$ cat src/rtl/eth_mac_tx_gmii_if.sv
// rtl/eth_mac_tx_gmii_if.sv - byte-wide frame stream carrying one Ethernet frame per packet
//
// Signals:
//   tvalid  source has a byte on tdata
//   tready  sink accepts the byte at the next clock edge
//   tdata   frame byte (first byte = destination MAC MSB)
//   tlast   marks the last byte of the frame
// Modports: master = frame source, slave = frame sink (the MAC).
interface eth_mac_tx_gmii_if;
    logic       tvalid;
    logic       tready;
    logic [7:0] tdata;
    logic       tlast;

    modport master (output tvalid, output tdata, output tlast, input tready);
    modport slave  (input tvalid, input tdata, input tlast, output tready);
endinterface

$ cat src/rtl/eth_mac_tx_gmii.sv
// rtl/eth_mac_tx_gmii.sv - GMII transmit MAC with preamble/SFD, padding, CRC-32 FCS and IFG
//
// eth_crc32_byte: combinational one-byte step of the reflected Ethernet CRC-32.
//   crc_in   running CRC before the byte
//   data     wire byte
//   crc_out  running CRC after the byte
//
// eth_mac_tx_gmii: frame stream in, GMII out.
//   clk       GMII transmit clock (125 MHz)
//   aresetn   asynchronous active-low reset
//   axis_i    frame stream sink (tvalid/tready/tdata/tlast)
//   eth_txd   GMII transmit data (registered)
//   eth_txen  GMII transmit enable (registered)
//   eth_txer  GMII transmit error (registered)
module eth_crc32_byte (
    input  logic [31:0] crc_in,
    input  logic [7:0]  data,
    output logic [31:0] crc_out
);
    logic [31:0] c;

    always_comb begin
        c = crc_in;
        for (int i = 0; i < 8; i++) begin
            if (c[0] ^ data[i]) begin
                c = (c >> 1) ^ 32'hEDB8_8320;
            end else begin
                c = c >> 1;
            end
        end
        crc_out = c;
    end
endmodule

module eth_mac_tx_gmii #(
    parameter int PREAMBLE_BYTES  = 7,
    parameter int MIN_FRAME_BYTES = 60,
    parameter int IFG_BYTES       = 12
) (
    input  logic             clk,
    input  logic             aresetn,
    eth_mac_tx_gmii_if.slave axis_i,
    output logic [7:0]       eth_txd,
    output logic             eth_txen,
    output logic             eth_txer
);
    localparam logic [7:0]  PRE_W = 8'(PREAMBLE_BYTES);
    localparam logic [7:0]  IFG_W = 8'(IFG_BYTES);
    localparam logic [15:0] MIN_W = 16'(MIN_FRAME_BYTES);

    // State names the byte that the next clock edge puts on the wire, so DATA
    // (tready high) covers the SFD wire cycle and every payload wire cycle.
    typedef enum logic [2:0] {
        S_IDLE, S_PREAMBLE, S_SFD, S_DATA, S_PAD, S_FCS, S_IFG
    } state_t;

    state_t      state, state_nxt;
    logic [7:0]  cnt, cnt_nxt;
    logic [15:0] byte_cnt, byte_cnt_nxt, byte_cnt_inc;
    logic [31:0] crc, crc_nxt, crc_upd, fcs;
    logic [7:0]  crc_byte;
    logic [7:0]  txd_nxt;
    logic        txen_nxt, txer_nxt;
    logic [7:0]  cnt_inc;

    assign axis_i.tready = (state == S_DATA);

    assign crc_byte     = (state == S_PAD) ? 8'h00 : axis_i.tdata;
    assign byte_cnt_inc = (byte_cnt == 16'hFFFF) ? byte_cnt : byte_cnt + 16'd1;
    assign cnt_inc      = cnt + 8'd1;
    assign fcs          = ~crc;

    eth_crc32_byte u_crc (
        .crc_in  (crc),
        .data    (crc_byte),
        .crc_out (crc_upd)
    );

    always_ff @(posedge clk or negedge aresetn) begin
        if (!aresetn) begin
            state    <= S_IDLE;
            cnt      <= 8'd0;
            byte_cnt <= 16'd0;
            crc      <= 32'hFFFF_FFFF;
            eth_txd  <= 8'h00;
            eth_txen <= 1'b0;
            eth_txer <= 1'b0;
        end else begin
            state    <= state_nxt;
            cnt      <= cnt_nxt;
            byte_cnt <= byte_cnt_nxt;
            crc      <= crc_nxt;
            eth_txd  <= txd_nxt;
            eth_txen <= txen_nxt;
            eth_txer <= txer_nxt;
        end
    end

    always_comb begin
        state_nxt    = state;
        cnt_nxt      = cnt;
        byte_cnt_nxt = byte_cnt;
        crc_nxt      = crc;
        txd_nxt      = 8'h00;
        txen_nxt     = 1'b0;
        txer_nxt     = 1'b0;
        case (state)
            S_IDLE: begin
                // First preamble byte goes out on the same edge that sees tvalid.
                if (axis_i.tvalid) begin
                    txd_nxt      = 8'h55;
                    txen_nxt     = 1'b1;
                    cnt_nxt      = 8'd1;
                    crc_nxt      = 32'hFFFF_FFFF;
                    byte_cnt_nxt = 16'd0;
                    state_nxt    = (PRE_W > 8'd1) ? S_PREAMBLE : S_SFD;
                end
            end
            S_PREAMBLE: begin
                txd_nxt  = 8'h55;
                txen_nxt = 1'b1;
                cnt_nxt  = cnt_inc;
                if (cnt_inc >= PRE_W) begin
                    state_nxt = S_SFD;
                end
            end
            S_SFD: begin
                txd_nxt   = 8'hD5;
                txen_nxt  = 1'b1;
                state_nxt = S_DATA;
            end
            S_DATA: begin
                txen_nxt = 1'b1;
                if (axis_i.tvalid) begin
                    txd_nxt      = axis_i.tdata;
                    crc_nxt      = crc_upd;
                    byte_cnt_nxt = byte_cnt_inc;
                    if (axis_i.tlast) begin
                        cnt_nxt   = 8'd0;
                        state_nxt = (byte_cnt_inc < MIN_W) ? S_PAD : S_FCS;
                    end
                end else begin
                    // Underrun: flag the cycle, keep it out of CRC and count.
                    txer_nxt = 1'b1;
                end
            end
            S_PAD: begin
                txen_nxt     = 1'b1;
                crc_nxt      = crc_upd;
                byte_cnt_nxt = byte_cnt_inc;
                if (byte_cnt_inc >= MIN_W) begin
                    cnt_nxt   = 8'd0;
                    state_nxt = S_FCS;
                end
            end
            S_FCS: begin
                txen_nxt = 1'b1;
                case (cnt[1:0])
                    2'd0:    txd_nxt = fcs[7:0];
                    2'd1:    txd_nxt = fcs[15:8];
                    2'd2:    txd_nxt = fcs[23:16];
                    default: txd_nxt = fcs[31:24];
                endcase
                cnt_nxt = cnt_inc;
                if (cnt[1:0] == 2'd3) begin
                    cnt_nxt   = 8'd0;
                    state_nxt = (IFG_W == 8'd0) ? S_IDLE : S_IFG;
                end
            end
            S_IFG: begin
                // IFG_BYTES low cycles here; IDLE then launches the next preamble.
                cnt_nxt = cnt_inc;
                if (cnt_inc >= IFG_W) begin
                    cnt_nxt   = 8'd0;
                    state_nxt = S_IDLE;
                end
            end
            default: state_nxt = S_IDLE;
        endcase
    end
endmodule

$ cat src/flat_wrapper.sv
// flat-port wrapper written by rule: the top's interface ports become plain ports
module eth_mac_tx_gmii_flat 
#(
    parameter int PREAMBLE_BYTES  = 7,
    parameter int MIN_FRAME_BYTES = 60,
    parameter int IFG_BYTES       = 12
)
  (clk, aresetn, eth_txd, eth_txen, eth_txer, axis_i_tvalid, axis_i_tdata, axis_i_tlast, axis_i_tready);
  eth_mac_tx_gmii_if axis_i_i ();
  input  logic clk;
  input  logic aresetn;
  output logic [7:0] eth_txd;
  output logic eth_txen;
  output logic eth_txer;
  input wire logic [$bits(axis_i_i.tvalid)-1:0] axis_i_tvalid;
  input wire logic [$bits(axis_i_i.tdata)-1:0] axis_i_tdata;
  input wire logic [$bits(axis_i_i.tlast)-1:0] axis_i_tlast;
  output wire logic [$bits(axis_i_i.tready)-1:0] axis_i_tready;
  assign axis_i_i.tvalid = axis_i_tvalid;
  assign axis_i_i.tdata = axis_i_tdata;
  assign axis_i_i.tlast = axis_i_tlast;
  assign axis_i_tready = axis_i_i.tready;
  eth_mac_tx_gmii #(.PREAMBLE_BYTES(PREAMBLE_BYTES), .MIN_FRAME_BYTES(MIN_FRAME_BYTES), .IFG_BYTES(IFG_BYTES)) u_core (.clk(clk), .aresetn(aresetn), .axis_i(axis_i_i), .eth_txd(eth_txd), .eth_txen(eth_txen), .eth_txer(eth_txer));
endmodule
$ cat config.mk
export PLATFORM = sky130hd
export DESIGN_NAME = eth_mac_tx_gmii_flat
export DESIGN_NICKNAME = d
export VERILOG_FILES = /design/src/rtl/eth_mac_tx_gmii_if.sv /design/src/rtl/eth_mac_tx_gmii.sv /design/src/flat_wrapper.sv
export SDC_FILE = /design/constraint.sdc
export NUM_CORES = 1
export LEC_CHECK = 0
export BUFFER_PORTS_ARGS = -buffer_cell sky130_fd_sc_hd__buf_2
export CELL_PAD_IN_SITES_DETAIL_PLACEMENT = 0
export CELL_PAD_IN_SITES_GLOBAL_PLACEMENT = 2
export CORE_MARGIN = 3
export CORE_UTILIZATION = 37
export DETAILED_ROUTE_END_ITERATION = 7
export PLACE_DENSITY = 0.85
export SETUP_SLACK_MARGIN = 0.05
export SLEW_MARGIN = 20
export SYNTH_ARGS = -nofsm -noshare
export SYNTH_HDL_FRONTEND = slang
export SYNTH_HIERARCHICAL = 1
export SYNTH_SLANG_ARGS = --single-unit
$ cat constraint.sdc
create_clock -name clk -period 6.6 [get_ports clk]
set_input_delay 1.32 -clock clk [delete_from_list [all_inputs] [get_ports clk]]
set_output_delay 1.32 -clock clk [all_outputs]
set_load 0.01 [all_outputs]
# Word-level counts from Yosys, hierarchy flattened
# Cells that the tools add are included.
# W data, S select, Z words.
[classes]
add_sub_neg = 2
order_cmp = 4
n_eq_ne = 17
mux = 40
n_bitwise = 17
n_reduce_logical = 8
[ops]
columns = ["cell", "n"]
rows = [
  ["$mux W32", 10],
  ["$not A13 Y14", 8],
  ["$pmux W32 S3", 1],
  ["$mux W8", 8],
  ["$mux W16", 3],
  ["$pmux W16 S3", 1],
  ["$pmux W8 S6", 1],
  ["$pmux W8 S5", 1],
  ["$not A32 Y32", 1],
  ["$pmux W8 S3", 1],
  ["$mux W3", 7],
  ["$pmux W3 S7", 1],
  ["$add A16 B1 Y16 const B", 1],
  ["$eq A16 B16 Y1 const B", 1],
  ["$ge A16 B6 Y1 const B", 1],
  ["$lt A16 B6 Y1 const B", 1],
  ["$eq A3 B3 Y1 const B", 3],
  ["$add A8 B1 Y8 const B", 1],
  ["$ge A8 B3 Y1 const B", 1],
  ["$ge A8 B4 Y1 const B", 1],
  ["$ne A2 B2 Y1 const B", 4],
  ["$xor A1 B1 Y1", 8],
  ["$mux W7", 1],
  ["$reduce_and A7 Y1", 1],
  ["14 further kinds", 21],
]
[word_totals]
regBits = 69
input_bits = 12
output_inout_bits = 11
elab_cells = 95

# Longest topological paths before layout
# Gate-level depths: netlist of run 1.
[depth]
depth_word = 20
mapped_depth = 11
mapped_depth_nobuf = 10

# Cells and area by module
# The synthesis of run 1 kept the hierarchy.
[modules_own_cells]
columns = ["module", "n_inst", "cells_each", "area_per_inst_um2", "seq_area_each_um2"]
rows = [
  ["eth_mac_tx_gmii", 1, 419, 3931.3, 1766.7],
  ["eth_crc32_byte", 1, 70, 769.5, 0.0],
]

# Worst setup path after synthesis of run 1
# Ideal clock, no wire load.
[synth_timing]
kind = "input to register"
start = "input port axis_i_tdata[1]"
end = "register u_core.crc[20]"
setup_ns = 0.080
t_arrival_ns = 2.963
path_slack_ns = 3.558
path_stages = 6
path_buffers = 0
cell_sequence = "and2_1 xnor2_4 xor2_4 xnor3_1 xor3_1 o22a_1"
[synth_between]
elab_chain_len = 15
word_cells_on_any_way = 16
classes_between = "10 x mux; 6 x bitwise"
[synth_rtl]
columns = ["element", "line", "rtl"]
rows = [
  ["start: declaration", "flat_wrapper.sv:16", "input wire logic [$bits(axis_i_i.tdata)-1:0] axis_i_tdata;"],
  ["$mux W8 (*)", "eth_mac_tx_gmii.sv:68", "assign crc_byte = (state == S_PAD) ? 8'h00 : axis_i.tdata;"],
  ["$xor A1 B1 Y1 (*)", "eth_mac_tx_gmii.sv:25", "if (c[0] ^ data[i]) begin"],
  ["$mux W32 (*) (2 in series)", "eth_mac_tx_gmii.sv:25", ""],
  ["$not A13 Y14 (no source line)", "-", ""],
  ["$mux W32 (*)", "eth_mac_tx_gmii.sv:25", ""],
  ["$not A13 Y14 (no source line)", "-", ""],
  ["$mux W32 (*) (2 in series)", "eth_mac_tx_gmii.sv:25", ""],
  ["$not A13 Y14 (no source line)", "-", ""],
  ["$mux W32 (*)", "eth_mac_tx_gmii.sv:25", ""],
  ["$not A13 Y14 (no source line)", "-", ""],
  ["$mux W32 (*)", "eth_mac_tx_gmii.sv:25", ""],
  ["named net u_core.crc_upd[20]", "eth_mac_tx_gmii.sv:60", "logic [31:0] crc, crc_nxt, crc_upd, fcs;"],
  ["$mux W32", "eth_mac_tx_gmii.sv:134", "if (axis_i.tvalid) begin"],
  ["$pmux W32 S3 (*)", "eth_mac_tx_gmii.sv:107", "case (state)"],
  ["end signal: assignment", "eth_mac_tx_gmii.sv:92", "crc <= crc_nxt;"],
  ["end: declaration", "eth_mac_tx_gmii.sv:60", ""],
]
# The timed path passes the listed nets; every way through them passes the cells marked *. The select of a mux whose other input is x is not followed.
# A chain may end at the register's enable or synchronous reset.

# Final worst setup path of run 1
[layout_timing]
start = "register u_core.state[0]"
end = "register u_core.crc[20]"
[layout_between]
word_cells_on_any_way = 29
classes_between = "4 x eq/ne; 11 x mux; 11 x bitwise; 3 x reduce/logical"
[layout_rtl]
columns = ["element", "line", "rtl"]
rows = [
  ["start: declaration", "eth_mac_tx_gmii.sv:57", "state_t state, state_nxt;"],
  ["start signal: assignment", "eth_mac_tx_gmii.sv:89", "state <= state_nxt;"],
  ["$eq A3 B3 Y1 (*)", "eth_mac_tx_gmii.sv:68", ""],
  ["$mux W8 (*)", "eth_mac_tx_gmii.sv:68", ""],
  ["named net u_core.crc_byte[1]", "eth_mac_tx_gmii.sv:61", "logic [7:0] crc_byte;"],
  ["$xor A1 B1 Y1 (*)", "eth_mac_tx_gmii.sv:25", ""],
  ["$mux W32 (*) (2 in series)", "eth_mac_tx_gmii.sv:25", ""],
  ["$not A13 Y14 (no source line)", "-", ""],
  ["$mux W32 (*)", "eth_mac_tx_gmii.sv:25", ""],
  ["$not A13 Y14 (no source line)", "-", ""],
  ["$mux W32 (*) (2 in series)", "eth_mac_tx_gmii.sv:25", ""],
  ["$not A13 Y14 (no source line)", "-", ""],
  ["$mux W32 (*)", "eth_mac_tx_gmii.sv:25", ""],
  ["$not A13 Y14 (no source line)", "-", ""],
  ["$mux W32 (*)", "eth_mac_tx_gmii.sv:25", ""],
  ["named net u_core.crc_upd[20]", "eth_mac_tx_gmii.sv:60", ""],
  ["$mux W32", "eth_mac_tx_gmii.sv:134", ""],
  ["$pmux W32 S3 (*)", "eth_mac_tx_gmii.sv:107", ""],
]
# Marked as above.

==> flow_summary.toml, run 1 <==
[yosys]
synth_nets = 507
syn_avg_cell_area_sq_um = 9.61
yosysSeqAreaShare = 0.376
synthArstFlopShare = 1.00
synth_top_area_share = 0.197
synth_edf_count = 0
synth_common_cells = "45 x nand2_1, 45 x xnor2_1, 37 x dfrtp_1"
synthesis.area_sq_um = 4700
yosysTopAreaCell = "dfrtp_1"
synthCells = 489
synth_seq_cells = 69
synth_area_leaders = "dfrtp_1 20%, dfstp_2 18%, xnor2_1 8.4%, o22a_1 6.0%, nand2_1 3.6%"
ys_types = 65
yosys_warnings = 6
ys.flop_type = "dfrtp_1"

[worst_setup_path]
cp-end-kind = "flip-flop"
crit_arrival_ns = 3.76
start_kind = "flip-flop"
cp.required_ns = 6.87
r2r-end = "u_core/crc[20]"
worstSetupPathType = "reg -> reg"
reg2regPathDepth = 8
r2r_slack_ns = 3.11
rr_startpoint = "u_core/state[0]"
cp_max_fo = 15

[power]
p_switching_w = 0.00138
clkPwrFrac = 0.140
p_per_area_nw_per_um2 = 617
p_seq_frac = 0.258
p_leak_nw = 2.08
switching_share = 0.427
p_int_w = 0.00185
vdd_drop_max_v = 0.000346
power_w = 0.00322
p_comb_frac = 0.602

[clock_network]
clkSinkCount = 69
ctsResizeCount = 0
postCtsHoldBufs = 0
cts.clk_slew.worst_paths_ns = 0.06
clockBufferDepth = 2
cts_tree = "built"
cts-root-buf = "clkbuf_16"
cts_buffers = 9
post_cts_buffers = 0
htree_levels = 3
clkLatencyLatePin_ns = 0.34

[finish]
drive_above_1_share = 0.196
area_growth_pct = 11.1
nets = 513
final_core_util = 0.428
diodes = 0
finalNonFillerCells = 668
fillers = 1247

[detailed_routing]
routed_wl_um = 11900
vias = 3691
drt-wirelength-per-cell_um = 17.8
top_layer = "met4"
met3_length_um = 327
met1_length_um = 5760
via_per_inst = 5.53
routed-wl-met2_um = 5620
first_pass_iters = 4
ant_nets = 0
initialDrtViolationCount = 284
drc = 0

[grt]
antenna_found_initial = 0
grt.total_usage = 0.176
grt_pass1_vias = 3678
grt_max_degree = 70
overflow = 0
grt_pass1_wl_um = 19700

[placement]
hpwlAfterDp_um = 8110
io_buffers = 22
place_congestion = 0.815
placed_cells = 652

[timing]
hold_viol_final = 0
skew_ns = 0.0104
setup_viol = 0
rsz0062_at_grt = "false"
drv_slew = 0
slew_headroom = 0.382
setup_tns_ns = 0
fmax_ghz = 0.287
worst_pin_slew_ns = 0.919
period_share = 0.529
final.min_clock_period_ns = 3.49

[floorplan]
die_x_um = 119
dieArea_sq_um = 14100
core_sq_um = 12200
initial_core_util = 0.385
pin_count = 23
std_cell_rows = 40
fp.dieH_um = 119

[min_path]
min_path_cells = 2
min_to = "u_core/crc[31]"
hp-start = "u_core/crc[31]"
hold_path_class = "reg -> reg"

[status]
status = "complete, no violations"

[run]
maxCapViolations = 0
## worst max-delay path, stage by stage (launching register included)
cell and delay (ns):
dfrtp_1 0.54, nor2_1 0.54, nand2_1 0.36, and2_1 0.32, xnor2_4 0.34, xor2_4 0.37
xnor3_1 0.54, xor3_1 0.22, o22a_1 0.16
## cell type report
type / count / area [sq um] / area share
Sequential cell: 69 / 1770 / 0.338
Clock buffer: 15 / 269 / 0.0515
Timing Repair Buffer: 25 / 153 / 0.0292
Multi-Input combinational cell: 373 / 2760 / 0.528
Clock inverter: 1 / 5.00 / 0.000958
Tap cell: 168 / 210 / 0.0402
Inverter: 17 / 63.8 / 0.0122
## layer usage
metal | track usage | up-vias
li1 | - | 1788
met1 | 0.240 | 1838
met2 | 0.274 | 56
met3 | 0.0416 | 9
met4 | 0.0615 | 0
met5 | 0 | -
## power groups by stage
| stage | sequential, W | combinational [W] | clock [W] |
|---|---|---|---|
| 5_1_grt | 0.000859 | 0.00210 | 0.000489 |
| 6_report | 0.000831 | 0.00194 | 0.000450 |
| 4_1_cts | 0.000831 | 0.00195 | 0.000468 |
| 3_5_place_dp | 0.000835 | 0.00193 | 0 |
| 2_1_floorplan | 0.000787 | 0.00156 | 0 |
| 3_3_place_gp | 0.000832 | 0.00190 | 0 |
## cell usage in the layout (no fill, tap or decap), types with 13 or more instances in the layout
cell type,count
nand2_1,45
xnor2_1,45
dfrtp_1,37
o22a_1,32
dfstp_2,32
nor2_1,27
a21oi_1,26
o21ai_0,23
buf_2,22
inv_1,17
xor2_1,14
nor3_1,13
## cells by family after synthesis
logic type	after synthesis	synth area share
AOI/OAI and AO/OA	145	0.219
and+or+nand+nor	142	0.164
xor gates and xnor gates	74	0.171
DFF	69	0.376
buffers and inverters	47	0.0402
muxes	6	0.0138
adders and majority gates	6	0.0160
## stage by stage
stage	worst slack, ns	hold slack [ns]	area [sq um]
2_1_floorplan	3.56	0.493	4700
6_report	3.11	0.554	5220
3_5_place_dp	2.81	0.545	4950
4_1_cts	3.11	0.554	5220
5_1_grt	2.90	0.590	5220
3_3_place_gp	2.92	0.505	4920
## flip-flops by register name, summed over array words and instances (netlist names)
name and cells:
u_core/eth_txer 1, u_core/byte_cnt 16, u_core/crc 32, u_core/eth_txd 8, u_core/state 3, u_core/eth_txen 1, u_core/cnt 8
## how the worst max path moves through the flow
stage               startpoint             endpoint
4_1_cts        u_core/state[0]       u_core/crc[20]
5_1_grt        u_core/state[0]       u_core/crc[20]
6_report       u_core/state[0]       u_core/crc[20]
3_5_place_dp     axis_i_tvalid  u_core/byte_cnt[15]
2_1_floorplan  axis_i_tdata[1]       u_core/crc[20]
3_3_place_gp     axis_i_tvalid  u_core/byte_cnt[15]
Note: power is estimated with default switching activity, not from simulation.
==> run 2: changes to the inputs <==
clock period = 3.3 ns   (was 6.6 ns; I/O delays follow)
==> flow_summary.toml, run 2 (synthesis gave the netlist of run 1 again) <==
[status]
status = "complete, no violations"

[timing]
slew_headroom = 0.403
worst_pin_slew_ns = 0.893
hold_viol_final = 0
final.min_clock_period_ns = 2.69
fmax_ghz = 0.372
rsz0062_at_grt = "false"
setup_viol = 0
drv_slew = 0
setup_tns_ns = 0
skew_ns = 0.00620
period_share = 0.815

[floorplan]
std_cell_rows = 40
dieArea_sq_um = 14100
core_sq_um = 12200
fp.dieH_um = 119
pin_count = 23
initial_core_util = 0.385
die_x_um = 119

[clock_network]
clockBufferDepth = 2
post_cts_buffers = 0
cts_buffers = 9
clkSinkCount = 69
htree_levels = 3
postCtsHoldBufs = 0
cts.clk_slew.worst_paths_ns = 0.05
ctsResizeCount = 0
cts_tree = "built"
cts-root-buf = "clkbuf_16"
clkLatencyLatePin_ns = 0.34

[finish]
regMostFlops = "u_core/crc"
multiInputGateArea_sq_um = 2760
nets = 526
finalInstanceArea_sq_um = 5300
final_core_util = 0.434
top_regs = "u_core/crc: 32 flops, u_core/byte_cnt: 16 flops"
diodes = 0
fillers = 1205
drive_above_1_share = 0.222
area_growth_pct = 12.8
seq_area_sq_um = 1770
final_cell_mix = "45 x nand2_1, 45 x xnor2_1, 37 x dfrtp_1, 32 x o22a_1, 32 x dfstp_2"
largest_reg_flops = 32

[grt]
overflow = 0
antenna_found_initial = 0
grt_max_degree = 70
grt_pass1_vias = 3854
grt_pass1_wl_um = 20700
grt.total_usage = 0.184

[worst_setup_path]
start_kind = "flip-flop"
cp_max_fo = 8
critPathBufInv = 1
worstPathCellList = "ha_1 > nand4_2 > nor4_2 > buf_4 > a21oi_1 > o21ai_2 > nor4_4 > o21a_1 > a221o_1"
slowest_delay_ns = 0.45
crit_arrival_ns = 2.91
reg2regPathDepth = 9
cp_slowest_cell = "nor4_2"
rr_startpoint = "u_core/byte_cnt[0]"
r2r-end = "u_core/cnt[2]"
cp.required_ns = 3.52
worstSetupPathType = "reg -> reg"
crit_family = "compound AO/OA/AOI/OAI gates"
r2r_slack_ns = 0.61
cp-end-kind = "flip-flop"

[placement]
io_buffers = 22
hpwlAfterDp_um = 8500
place_congestion = 0.861
place_area_sq_um = 5040

[run]
maxCapViolations = 0

[detailed_routing]
initialDrtViolationCount = 310
drc = 0
via_per_inst = 5.56
routed_wl_um = 12200
met3_length_um = 559
vias = 3789
met1_length_um = 5640
top_layer = "met4"
first_pass_iters = 4
routed-wl-met2_um = 5730
ant_nets = 0
drt-wirelength-per-cell_um = 17.9

[power]
power_w = 0.00648
p_per_area_nw_per_um2 = 1220
p_leak_nw = 2.14
vdd_drop_max_v = 0.000635

[min_path]
hold_path_class = "in -> async"
==> run 2: how the worst max path moves through the flow <==
stage | from | end | slack [ns] | cells after the start
detailed placement | axis_i_tvalid | u_core/crc[27] | 0.44 | 6
global placement | axis_i_tvalid | u_core/crc[27] | 0.51 | 6
finish | u_core/byte_cnt[0] | u_core/cnt[2] | 0.61 | 9
floorplan | u_core/state[0] | u_core/crc[20] | 0.66 | 8
CTS | u_core/byte_cnt[0] | u_core/cnt[2] | 0.60 | 9
global route | u_core/byte_cnt[9] | u_core/cnt[1] | 0.33 | 6
==> run 2: cell type report <==
cell class / instances / area share
inverters: 17 / 0.0120
repair buffers: 38 / 0.0458
clock inverters: 5 / 0.00543
clock buffers: 11 / 0.0439
multi-input cells: 373 / 0.520
flip-flops and latches: 69 / 0.333
well taps: 168 / 0.0397
==> run 2: report_power, final <==
part | leakage [nW] | internal, W | switching [W]
registers | 0.822 | 0.00131 | 0.000333
clock network | 0.133 | 0.000504 | 0.000362
logic | 1.19 | 0.00192 | 0.00205
total | 2.14 | 0.00373 | 0.00275
==> run 2: per-layer routing <==
layer,up-vias,global-route usage
met5,-,0
met4,0,0.0724
met3,18,0.0416
met2,88,0.287
met1,1861,0.247
li1,1822,-
==> run 2: per-stage QoR <==
| stage | hold WS, ns | cells | worst slack (ns) |
|---|---|---|---|
| floorplan | 0.364 | 489 | 0.655 |
| global placement | 0.517 | 665 | 0.513 |
| detailed placement | 0.520 | 665 | 0.440 |
| CTS | 0.354 | 681 | 0.598 |
| global route | 0.370 | 681 | 0.327 |
| finish | 0.322 | 681 | 0.609 |
==> run 2: worst register-to-register path, delay by kind of cell (launching register included) <==
kind,cells,cell delay [ns]
flops,1,0.43
buf+inv,1,0.21
simple gates,3,0.75
compound gates,4,0.84
fa+ha+maj,1,0.33
==> run 3: changes to the inputs <==
clock period = 2.6 ns   (was 3.3 ns; I/O delays follow)
==> flow_summary.toml, run 3 (synthesis gave the netlist of run 1 again) <==
[worst_setup_path]
r2r_slack_ns = 0.15
crit_family = "simple AND/OR/NAND/NOR gates"
cp_max_fo = 6
startpoint = "u_core/byte_cnt[0]"
worstSetupPathType = "reg -> reg"
cp.required_ns = 2.87
worstPathCellList = "ha_2 > nand4_4 > nor4_4 > or4_1 > nand4_1 > nor4_4 > buf_4 > or4b_1 > o211ai_2"
cp_slowest_cell = "or4b_1"
rr_startpoint = "u_core/byte_cnt[0]"
reg2regPathDepth = 9
critPathBufInv = 1
r2r-end = "u_core/state[0]"
cp-end-kind = "flip-flop"
crit_arrival_ns = 2.72
slowest_delay_ns = 0.51
start_kind = "flip-flop"
crit_top_cell = "nor4_4"

[finish]
top_regs = "u_core/crc: 32 flops, u_core/byte_cnt: 16 flops"
area_growth_pct = 20.4
final_core_util = 0.464
final_common_cell = "nand2_1"
drive_above_1_share = 0.289
nets = 549
largest_reg_flops = 32
regMostFlops = "u_core/crc"
diodes = 0
final_cell_mix = "45 x nand2_1, 44 x xnor2_1, 38 x buf_4, 32 x o22a_1, 32 x dfstp_2"

[timing]
period_share = 0.943
fmax_ghz = 0.408
final.min_clock_period_ns = 2.45
drv_slew = 0
setup_viol = 0
worst_pin_slew_ns = 0.514
rsz0062_at_grt = "false"
hold_viol_final = 0
setup_tns_ns = 0
slew_headroom = 0.653
skew_ns = 0.00940

[power]
vdd_drop_max_v = 0.00112
power_w = 0.00883
p_seq_frac = 0.235
p_leak_nw = 2.33
clkPwrFrac = 0.156
p_per_area_nw_per_um2 = 1560
p_comb_frac = 0.609
p_switching_w = 0.00362
p_int_w = 0.00521
switching_share = 0.410

[grt]
grt.total_usage = 0.181
grt_max_degree = 70
grt_pass1_vias = 3935
overflow = 0
grt_pass1_wl_um = 20400
antenna_found_initial = 0

[min_path]
hold_path_class = "in -> async"

[detailed_routing]
first_pass_iters = 4
routed_wl_um = 12400
via_per_inst = 5.48
drc = 0
initialDrtViolationCount = 262
vias = 3861
drt-wirelength-per-cell_um = 17.7
ant_nets = 0

[clock_network]
clkSinkCount = 69
cts-root-buf = "clkbuf_16"
cts_tree = "built"
cts.clk_slew.worst_paths_ns = 0.06
clkLatencyLatePin_ns = 0.35
cts_buffers = 9
htree_levels = 3
clockBufferDepth = 2

[floorplan]
core_sq_um = 12200
initial_core_util = 0.385
pin_count = 23
dieArea_sq_um = 14100
die_x_um = 119
std_cell_rows = 40
fp.dieH_um = 119

[run]
maxCapViolations = 0

[placement]
place_congestion = 0.844
hpwlAfterDp_um = 8680
io_buffers = 22

[status]
status = "complete, no violations"
-- run 3: cell types whose count changed in the layout (fill, tap and decap cells not counted), moves of 2 or more --
| cell | delta |
|---|---|
| clkinv_2 | -4 |
| clkbuf_16 | +3 |
| nor4_4 | +2 |
| dfrtp_1 | -10 |
| nand4_2 | -3 |
| buf_4 | +23 |
| nand4_4 | +3 |
| dfrtp_2 | +10 |
| nor4_2 | -2 |
| clkbuf_8 | +3 |
-- run 3: final cells by class --
class / count / area [sq um]
Fill cell: 1227 / 6550
Timing Repair Buffer: 61 / 415
Sequential cell: 69 / 1780
Inverter: 17 / 63.8
Multi-Input combinational cell: 373 / 2850
Clock buffer: 16 / 345
Tap cell: 168 / 210
-- run 3: per-layer routing --
metal,track usage,routed length [um]
met2,0.290,5970
met5,0,0
met3,0.0407,488
met1,0.238,5730
met4,0.0724,263
-- run 3: stage by stage --
stage,hold WS (ns),instances,setup slack [ns],area [sq um]
2_1_floorplan,0.224,489,0.0562,4710
3_3_place_gp,0.514,686,0.115,5210
3_5_place_dp,0.522,686,0.114,5210
4_1_cts,0.208,702,0.0529,5560
5_1_grt,0.219,704,0.0461,5660
6_report,0.199,704,0.149,5660
-- run 3: power by group through the flow --
stage	Combinational, W	Sequential, W	Clock [W]
2_1_floorplan	0.00398	0.00200	0
6_report	0.00537	0.00207	0.00138
3_5_place_dp	0.00530	0.00207	0
4_1_cts	0.00533	0.00205	0.00141
5_1_grt	0.00586	0.00214	0.00146
3_3_place_gp	0.00524	0.00206	0
-- run 3: repair_timing --
action / in CTS / in global routing
resized for setup: 0 / 22
buffers inserted: 0 / 2
endpoints found under the setup margin: 0 / 10
hold buffers: 0 / 0
-- run 3: worst max-delay path by stage --
stage / cells past startpoint / to
2_1_floorplan: 8 / u_core/crc[20]
6_report: 9 / u_core/state[0]
3_5_place_dp: 9 / u_core/cnt[6]
5_1_grt: 10 / u_core/state[0]
4_1_cts: 8 / u_core/cnt[2]
3_3_place_gp: 7 / u_core/cnt[1]
